### config.mk
export PLATFORM = sky130hd
export DESIGN_NAME = dff2
export DESIGN_NICKNAME = d
export VERILOG_FILES = /design/src/rtl/rast_pipe_pkg.sv /design/src/rtl/dff_pipe_array_if.sv /design/src/rtl/dff2.sv /design/src/rtl/dff_stage_elem.sv /design/src/rtl/dff_pipe_array.sv
export SDC_FILE = /design/constraint.sdc
export NUM_CORES = 1
export LEC_CHECK = 0
export BUFFER_PORTS_ARGS = -buffer_cell sky130_fd_sc_hd__buf_4
export CORE_MARGIN = 2
export CORE_UTILIZATION = 39
export DETAILED_ROUTE_END_ITERATION = 7
export GPL_ROUTABILITY_DRIVEN = 1
export PLACE_DENSITY = 0.77
export SYNTH_ARGS = -nofsm -noshare
export SYNTH_HDL_FRONTEND = slang
export SYNTH_HIERARCHICAL = 1
export SYNTH_SLANG_ARGS = --single-unit
export TNS_END_PERCENT = 20
### constraint.sdc
create_clock -name clk -period 0.89 [get_ports clk]
set_clock_uncertainty 0.1 [all_clocks]
set_input_delay 0.267 -clock clk [delete_from_list [all_inputs] [get_ports clk]]
set_output_delay 0.267 -clock clk [all_outputs]
set_load 0.02 [all_outputs]
### src/rtl/rast_pipe_pkg.sv
// rast_pipe_pkg: default shape constants shared by the rasterizer pipeline registers
package rast_pipe_pkg;
  localparam int SIGFIG = 24;
  localparam int RADIX = 10;
  localparam int VERTS = 3;
  localparam int AXIS = 3;
  localparam int COLORS = 3;
endpackage

### src/rtl/dff_pipe_array_if.sv
// dff_pipe_array_if: enable plus 2-D data in/out bundle for the pipeline delay line
interface dff_pipe_array_if
  import rast_pipe_pkg::*;
#(
  parameter int WIDTH = SIGFIG,
  parameter int ARRAY_SIZE1 = VERTS,
  parameter int ARRAY_SIZE2 = AXIS
);
  logic en;
  logic [WIDTH-1:0] in [ARRAY_SIZE1][ARRAY_SIZE2];
  logic [WIDTH-1:0] out [ARRAY_SIZE1][ARRAY_SIZE2];
  modport master (output en, in, input out);
  modport slave (input en, in, output out);
endinterface

### src/rtl/dff2.sv
// dff2: 1-D form of dff_pipe_array (1 x ARRAY_SIZE array)
module dff2 #(
  parameter int WIDTH = 24,
  parameter int ARRAY_SIZE = 3,
  parameter int PIPE_DEPTH = 1,
  parameter bit RETIME_STATUS = 1'b0
) (
  input  logic             clk,
  input  logic             reset,
  input  logic             en,
  input  logic [WIDTH-1:0] in [ARRAY_SIZE],
  output logic [WIDTH-1:0] out [ARRAY_SIZE]
);
  dff_pipe_array_if #(.WIDTH(WIDTH), .ARRAY_SIZE1(1), .ARRAY_SIZE2(ARRAY_SIZE)) b ();
  assign b.en = en;
  assign b.in[0] = in;
  assign out = b.out[0];
  dff_pipe_array #(
    .WIDTH(WIDTH), .ARRAY_SIZE1(1), .ARRAY_SIZE2(ARRAY_SIZE),
    .PIPE_DEPTH(PIPE_DEPTH), .RETIME_STATUS(RETIME_STATUS)
  ) u_pipe (.clk(clk), .reset(reset), .bus(b.slave));
endmodule

### src/rtl/dff_stage_elem.sv
// dff_stage_elem: one WIDTH-bit stage flop with sync clear, enable and optional retime tag
module dff_stage_elem #(
  parameter int WIDTH = 24,
  parameter bit RETIME_STATUS = 1'b0
) (
  input  logic             clk,
  input  logic             reset,
  input  logic             en,
  input  logic [WIDTH-1:0] d,
  output logic [WIDTH-1:0] q
);
  if (RETIME_STATUS) begin : g_rt
    (* retiming_allowed = "yes" *) logic [WIDTH-1:0] r;
    always_ff @(posedge clk) r <= reset ? '0 : en ? d : r;
    assign q = r;
  end else begin : g_fixed
    logic [WIDTH-1:0] r;
    always_ff @(posedge clk) r <= reset ? '0 : en ? d : r;
    assign q = r;
  end
endmodule

### src/rtl/dff_pipe_array.sv
// dff_pipe_array: delays a 2-D word array by PIPE_DEPTH enabled clocks with sync clear
module dff_pipe_array
  import rast_pipe_pkg::*;
#(
  parameter int WIDTH = SIGFIG,
  parameter int ARRAY_SIZE1 = VERTS,
  parameter int ARRAY_SIZE2 = AXIS,
  parameter int PIPE_DEPTH = 1,
  parameter bit RETIME_STATUS = 1'b0
) (
  input logic clk,
  input logic reset,
  dff_pipe_array_if.slave bus
);
  if (PIPE_DEPTH == 0) begin : g_comb
    logic unused_ctl;
    assign unused_ctl = ^{clk, reset, bus.en};
    assign bus.out = bus.in;
  end else begin : g_pipe
    logic [WIDTH-1:0] stg [1:PIPE_DEPTH][ARRAY_SIZE1][ARRAY_SIZE2];
    for (genvar k = 0; k < PIPE_DEPTH; k++) begin : g_d
      for (genvar i = 0; i < ARRAY_SIZE1; i++) begin : g_i
        for (genvar j = 0; j < ARRAY_SIZE2; j++) begin : g_j
          logic [WIDTH-1:0] d;
          if (k == 0) begin : g_head
            assign d = bus.in[i][j];
          end else begin : g_tail
            assign d = stg[k][i][j];
          end
          dff_stage_elem #(.WIDTH(WIDTH), .RETIME_STATUS(RETIME_STATUS)) u_elem (
            .clk(clk), .reset(reset), .en(bus.en), .d(d), .q(stg[k+1][i][j])
          );
        end
      end
    end
    assign bus.out = stg[PIPE_DEPTH];
  end
endmodule

* Word level (Yosys, flattened, before mapping) *
Cells that the tools add are included.

storage, ports and cells
  output and inout bits = 72
  bits of input ports = 75
  logic and storage cells = 3
  bits in registers = 72

* Depth between registers and ports, before layout *
Gate-level depths: netlist (run 1).

  depth in word-level cells = 0
  depth in mapped cells = 4
  mapped depth without buffers = 2

* By module *
The synthesis (run 1) kept the hierarchy.

modules (own cells, without submodules)
  module          times used  sequential area each (µm²)  area each (µm²)  cells an instance
  dff_stage_elem  3           480.5                       869.6            77

* Least setup slack after synthesis (run 1) *
Ideal clock, no wire load.

  path kind = input-to-reg
  from = input port en
  to = register u_pipe.g_pipe.g_d[0].g_i[0].g_j[0].u_elem.g_fixed.r[10]
  required time = 662 ps
  setup time = 128 ps
  path buffers = 2
  slack = -70 ps
  stages = 4
  arrival time = 732 ps
  cells stage by stage = buf_6 buf_12 mux2i_1 nor2_1

RTL lines
  item                    line                  RTL
  start: declaration      dff2.sv:10            input logic en,
  end signal: assignment  dff_stage_elem.sv:18  always_ff @(posedge clk) r <= reset ? '0 : en ? d : r;
  end: declaration        dff_stage_elem.sv:17  logic [WIDTH-1:0] r;

* Worst setup path in the final report (run 1) *
  from = register u_pipe.g_pipe.g_d[0].g_i[0].g_j[0].u_elem.g_fixed.r[2]
  to = output port out[50] (netlist name)

RTL lines
  item              line        RTL
  end: declaration  dff2.sv:12  output logic [WIDTH-1:0] out [ARRAY_SIZE]

No word-level cell between the ends.

==> impl_metrics.toml, run 1 <==
[status]
outcome = "complete, but fails checks"
violations = "DRC, setup timing"

[worst_setup_path]
cp-end-kind = "primary output"
crit_type = "register to primary output"
rrSetupSlack_ps = 20
cp-startpoint = "u_pipe/g_pipe.g_d[0].g_i[0].g_j[0].u_elem/q[2]$_SDFFE_PP0P_"
start_kind = "register"
rr_worst_depth = 3
worst_r2r_endpoint = "u_pipe/g_pipe.g_d[0].g_i[0].g_j[0].u_elem/q[17]$_SDFFE_PP0P_"
cp.arrival_ps = 800
cpLargestDelayFamily = "flip-flops"
crit_chain = "buf_6"
r2r-start = "u_pipe/g_pipe.g_d[0].g_i[0].g_j[0].u_elem/q[17]$_SDFFE_PP0P_"
cp_slowest_stage_delay_ps = 360
worst_ep_required_time_ps = 520
slowest_stage = "dfxtp_2"
cp_max_fo = 2
crit_buf_inv = 1

[synthesis]
avgSynthCellArea_um2 = 11.29
synth_top_family_by_area = "multiplexers"
synth_cell_types = 6
synth_area_um2 = 2609
synth_nets = 306
yosysSeqAreaShare = 0.5525
syn-instance-count = 231
synth.area.top_cells = "dfxtp_1 (55%), mux2i_1 (28%), nor2_1 (10%)"
yosysTopAreaCell = "dfxtp_1"
synth-compound-area-share = 0
ys_ff_latch = 72
synth-simple-area-share = 0.1036
yosysWarnings = 6
synthAdderAreaFrac = 0
synth-xor-area-share = 0
synth_top_area_frac = 0.5525
synth.mux.area_fraction = 0.2763

[cells_and_area]
antenna_cells = 0
seqCellArea_um2 = 1531
drive_above_1_share = 0.6237
nFillCells = 499
largest_reg_flops = 72
final_area_um2 = 4322
areaGrowthSynthToFinish_pct = 65.66
multi_input_area_um2 = 991.0
nNetsFinal = 458
final_common_cell = "buf_4"
layout_common_cells = "buf_4 (79), buf_6 (72), mux2i_1 (72), nor2_1 (72), dfxtp_2 (72)"

[detailed_routing]
post-route-drc-count = 10
wire_per_inst_um = 13.98
firstDrtPassIters = 6
viasPerCell = 4.695
drt-total-wl_um = 6499
ant_nets = 0
drt_iter0_markers = 71
via_count = 2183

[sta]
finalHoldViolations = 0
layout_setup_ws_ps = -277.0
tightest_slew_ps = 193.6
drv_slew = 0
rsz0062_at_grt = "true"
timing.fmax_mhz = 856.9
setup_viol = 72
max_slew_margin = 0.8672
fin_crit_sh = 1.311
final.min_clock_period_ps = 1167

[die]
die_h_um = 85.79
ios = 147
die_w_um = 85.79
start_util = 0.4062
fp-row-count = 29
dieArea_um2 = 7359
core_area_um2 = 6422

[worst_hold_path]
hold_path_class = "input pin to register"
whs_endpoint = "u_pipe/g_pipe.g_d[0].g_i[0].g_j[2].u_elem/q[19]$_SDFFE_PP0P_"
holdPathStages = 3
holdCritStartpoint = "in[19]"

[global_routing]
gr-usage-met3 = 0.05775
grt_overflow = 0
grt_usage = 0.1763
grt_max_degree = 32
antenna_found_initial = 0
grt_pass1_vias = 2237
grt_pass1_wl_um = 10220
grt_util_met2 = 0.3153
grt.busiest_layer = "met2"
use_met1 = 0.1870

[clock_network]
cts_sinks = 72
clock_tree.buffer_depth = 2
cts-root-buf = "clkbuf_8"
cts_buffers = 9
cts_tree = "yes"
clkLatencyLatePin_ps = 320
clk_pin_slew_ps = 70
htreeDepth = 3

[pwr]
total_power_mw = 7.567
power.density_nw_per_um2 = 1751
p_leak_nw = 2.148
peakVddDrop_v = 0.001107

[placement]
post_dp_cell_area_um2 = 3732
dp_hpwl_um = 4505
io_buffer_count = 146
finalWeightedCongestion = 0.6665

[job]
maxCapViolations = 0
-- area by class of cell --
type / count / area share
well taps: 77 / 0.02229
multi-input cells: 144 / 0.2293
repair buffers: 156 / 0.3480
clock inverters: 3 / 0.009265
clock buffers: 13 / 0.03677
flip-flops and latches: 72 / 0.3544
-- metrics by stage --
stage | hold WS [ps] | cells | utilization | TNS [ps] | worst slack, ps
3_5_place_dp | 380.3 | 445 | 0.5811 | -15320 | -246.9
5_1_grt | 60.47 | 465 | 0.6729 | -20960 | -309.9
4_1_cts | 59.35 | 462 | 0.6694 | -19390 | -293.9
3_3_place_gp | 373.4 | 445 | 0.5811 | -13750 | -202.3
2_1_floorplan | 239.4 | 231 | - | -2588 | -43.13
6_report | 72.73 | 465 | 0.6729 | -18120 | -277.0
-- cells by family (layout without fill, tap and decap cells) --
| kind of cell | count (synthesis) | after routing |
|---|---|---|
| muxes | 72 | 72 |
| DFF | 72 | 72 |
| and+or+nand+nor | 72 | 72 |
| buffers and inverters | 15 | 172 |
-- synthesized netlist by cell type --
| cell | instances |
|---|---|
| buf_12 | 6 |
| clkbuf_1 | 6 |
| mux2i_1 | 72 |
| dfxtp_1 | 72 |
| nor2_1 | 72 |
| buf_6 | 3 |
-- layer usage --
metal / share of wire / wire length, um
met5: 0 / 0
met1: 0.37 / 2412
met2: 0.51 / 3345
met3: 0.091 / 591
met4: 0.023 / 150
-- repair_timing --
item / CTS / global route
pin swaps: 0 / 1
gates resized for setup: 144 / 0
hold endpoints to repair: 0 / 0
buffers inserted: 1 / 3
endpoints found under the setup margin: 72 / 72
cloned: 0 / 0
hold buffers: 0 / 0
-- power by group --
group / leakage, nW / internal, mW / switching, mW
logic: 1.42 / 0.794 / 0.616
clock network: 0.103 / 1.44 / 1.13
registers: 0.620 / 3.45 / 0.135
total: 2.15 / 5.69 / 1.88
-- how the worst max path moves through the flow --
stage / depth (start not counted) / to
global route: 1 / out[50]
CTS: 1 / out[50]
global placement: 4 / u_pipe/g_pipe.g_d[0].g_i[0].g_j[2].u_elem/q[3]$_SDFFE_PP0P_
detailed placement: 4 / u_pipe/g_pipe.g_d[0].g_i[0].g_j[0].u_elem/q[17]$_SDFFE_PP0P_
finish: 1 / out[50]
floorplan: 4 / u_pipe/g_pipe.g_d[0].g_i[0].g_j[0].u_elem/q[10]$_SDFFE_PP0P_
Power figures use the tool's default switching activity.
==> inputs of run 2 (changes only) <==
--- a/config.mk
+++ b/config.mk
@@ -5,12 +5,12 @@
 export SDC_FILE = /design/constraint.sdc
 export NUM_CORES = 1
 export LEC_CHECK = 0
-export BUFFER_PORTS_ARGS = -buffer_cell sky130_fd_sc_hd__buf_4
 export CORE_MARGIN = 2
-export CORE_UTILIZATION = 39
+export CORE_UTILIZATION = 43
 export DETAILED_ROUTE_END_ITERATION = 7
+export DONT_BUFFER_PORTS = 1
 export GPL_ROUTABILITY_DRIVEN = 1
-export PLACE_DENSITY = 0.77
+export PLACE_DENSITY = 0.62
 export SYNTH_ARGS = -nofsm -noshare
 export SYNTH_HDL_FRONTEND = slang
 export SYNTH_HIERARCHICAL = 1
==> run 2 against run 1 <==
Effect of this change:
- the flow finishes with violations (hold timing, setup timing)
- combinational power shrank 79%
- register-to-register slack better by 90 ps
- clock-buffer cell count up 1
- setup slack gained 83 ps
- highest routed layer unchanged
- global-route usage fell by 4.7 points
- power decreased by 17%
==> impl_metrics.toml, run 2 (synthesis gave the netlist of run 1 again) <==
[pwr]
peakVddDrop_v = 0.001017
p_leak_nw = 1.287
total_power_mw = 6.250
p_int_mw = 4.753
swShare = 0.2395
pwr-share-comb = 0.047
p_sw_mw = 1.497
power.density_nw_per_um2 = 2105
p_seq_frac = 0.593
clkPwrFrac = 0.360

[die]
dieArea_um2 = 6706
ios = 147
fp-row-count = 28
start_util = 0.4432
core_area_um2 = 5886
die_h_um = 81.89
die_w_um = 81.89

[clock_network]
cts_tree = "yes"
cts_buffers = 9
htreeDepth = 3
cts-root-buf = "clkbuf_8"
clkLatencyLatePin_ps = 330
cts_sinks = 72
clk_pin_slew_ps = 70
clock_tree.buffer_depth = 2

[detailed_routing]
viasPerCell = 5.033
wire_per_inst_um = 14.89
via_count = 1535
drt-total-wl_um = 4541
post-route-drc-count = 0
ant_nets = 0
drt_iter0_markers = 44
firstDrtPassIters = 4

[cells_and_area]
areaGrowthSynthToFinish_pct = 13.81
layout_common_cells = "mux2i_1 (72), nor2_1 (72), dfxtp_4 (72)"
postLayoutCoreUtil = 0.5045
antenna_cells = 0
drive_above_1_share = 0.3652
nNetsFinal = 302
largest_reg_flops = 72
final_cell_count_no_fill = 305
final_area_um2 = 2969

[sta]
finalHoldViolations = 72
setup_viol = 72
final.min_clock_period_ps = 1084
drv_slew = 0
timing.fmax_mhz = 922.4
tightest_slew_ps = 148.7
hold_slack_ps = -103.8
max_slew_margin = 0.8981
layout_setup_ws_ps = -194.2
setup-tns-final_ps = -13370
fin_crit_sh = 1.218
rsz0062_at_grt = "true"

[global_routing]
grt_pass1_vias = 1425
grt_pass1_wl_um = 6451
grt_max_degree = 73
grt_overflow = 0
grt_usage = 0.1293
antenna_found_initial = 0

[worst_setup_path]
cp.arrival_ps = 720
crit_type = "register to primary output"
rr_worst_depth = 2
cp-startpoint = "u_pipe/g_pipe.g_d[0].g_i[0].g_j[1].u_elem/q[4]$_SDFFE_PP0P_"
rrSetupSlack_ps = 110
worst_ep_required_time_ps = 520
cp-end-kind = "primary output"
start_kind = "register"
worst_r2r_endpoint = "u_pipe/g_pipe.g_d[0].g_i[0].g_j[2].u_elem/q[16]$_SDFFE_PP0P_"
r2r-start = "u_pipe/g_pipe.g_d[0].g_i[0].g_j[2].u_elem/q[16]$_SDFFE_PP0P_"
cp_max_fo = 2

[job]
maxCapViolations = 0

[worst_hold_path]
hold_path_class = "input pin to register"
holdPathStages = 1
holdCritStartpoint = "reset"
whs_endpoint = "u_pipe/g_pipe.g_d[0].g_i[0].g_j[1].u_elem/q[0]$_SDFFE_PP0P_"

[placement]
dp_hpwl_um = 2811
dp_cells = 291
post_dp_cell_area_um2 = 2526
io_buffer_count = 0
finalWeightedCongestion = 0.6760

[status]
outcome = "complete, but fails checks"
violations = "hold timing, setup timing"
run 2: final cells by class:
cell class | count | area, um^2
clock buffers | 14 | 172.7
fillers | 527 | 2917
multi-input cells | 144 | 991.0
well taps | 75 | 93.84
flip-flops and latches | 72 | 1712
run 2: worst max path at each step:
stage	to	slack, ps	depth (start not counted)
6_report	out[28]	-190	0
5_1_grt	out[58]	-240	0
4_1_cts	out[30]	-220	0
2_1_floorplan	u_pipe/g_pipe.g_d[0].g_i[0].g_j[0].u_elem/q[10]$_SDFFE_PP0P_	-40	4
3_3_place_gp	out[21]	80	0
3_5_place_dp	u_pipe/g_pipe.g_d[0].g_i[0].g_j[1].u_elem/q[21]$_SDFFE_PP0P_	70	2
run 2: per-stage QoR:
stage / setup slack (ps) / hold WS, ps
floorplan: -43.13 / 239.4
CTS: -215.2 / -125.6
global placement: 84.34 / 245.0
detailed placement: 66.12 / 247.5
global route: -235.5 / -143.6
finish: -194.2 / -103.8
run 2: layer usage:
layer,vias to the layer above,GRT usage,wire length [um]
met4,0,0.05500,29
met3,4,0.09670,636
li1,751,-,-
met1,684,0.1306,1785
met5,-,0,0
met2,96,0.2008,2089
run 2: what timing repair did:
item,CTS,global route
buffers inserted,0,0
gates resized for setup,144,0
endpoints found under the setup margin,72,72
hold endpoints to repair,72,72
run 2: power by group through the flow:
stage | Clock [mW] | Combinational [mW] | Sequential [mW]
floorplan | 0 | 0.451 | 3.81
global placement | 0 | 0.282 | 3.85
detailed placement | 0 | 0.297 | 3.85
CTS | 2.34 | 0.295 | 3.71
global route | 2.51 | 0.337 | 3.73
finish | 2.25 | 0.293 | 3.71
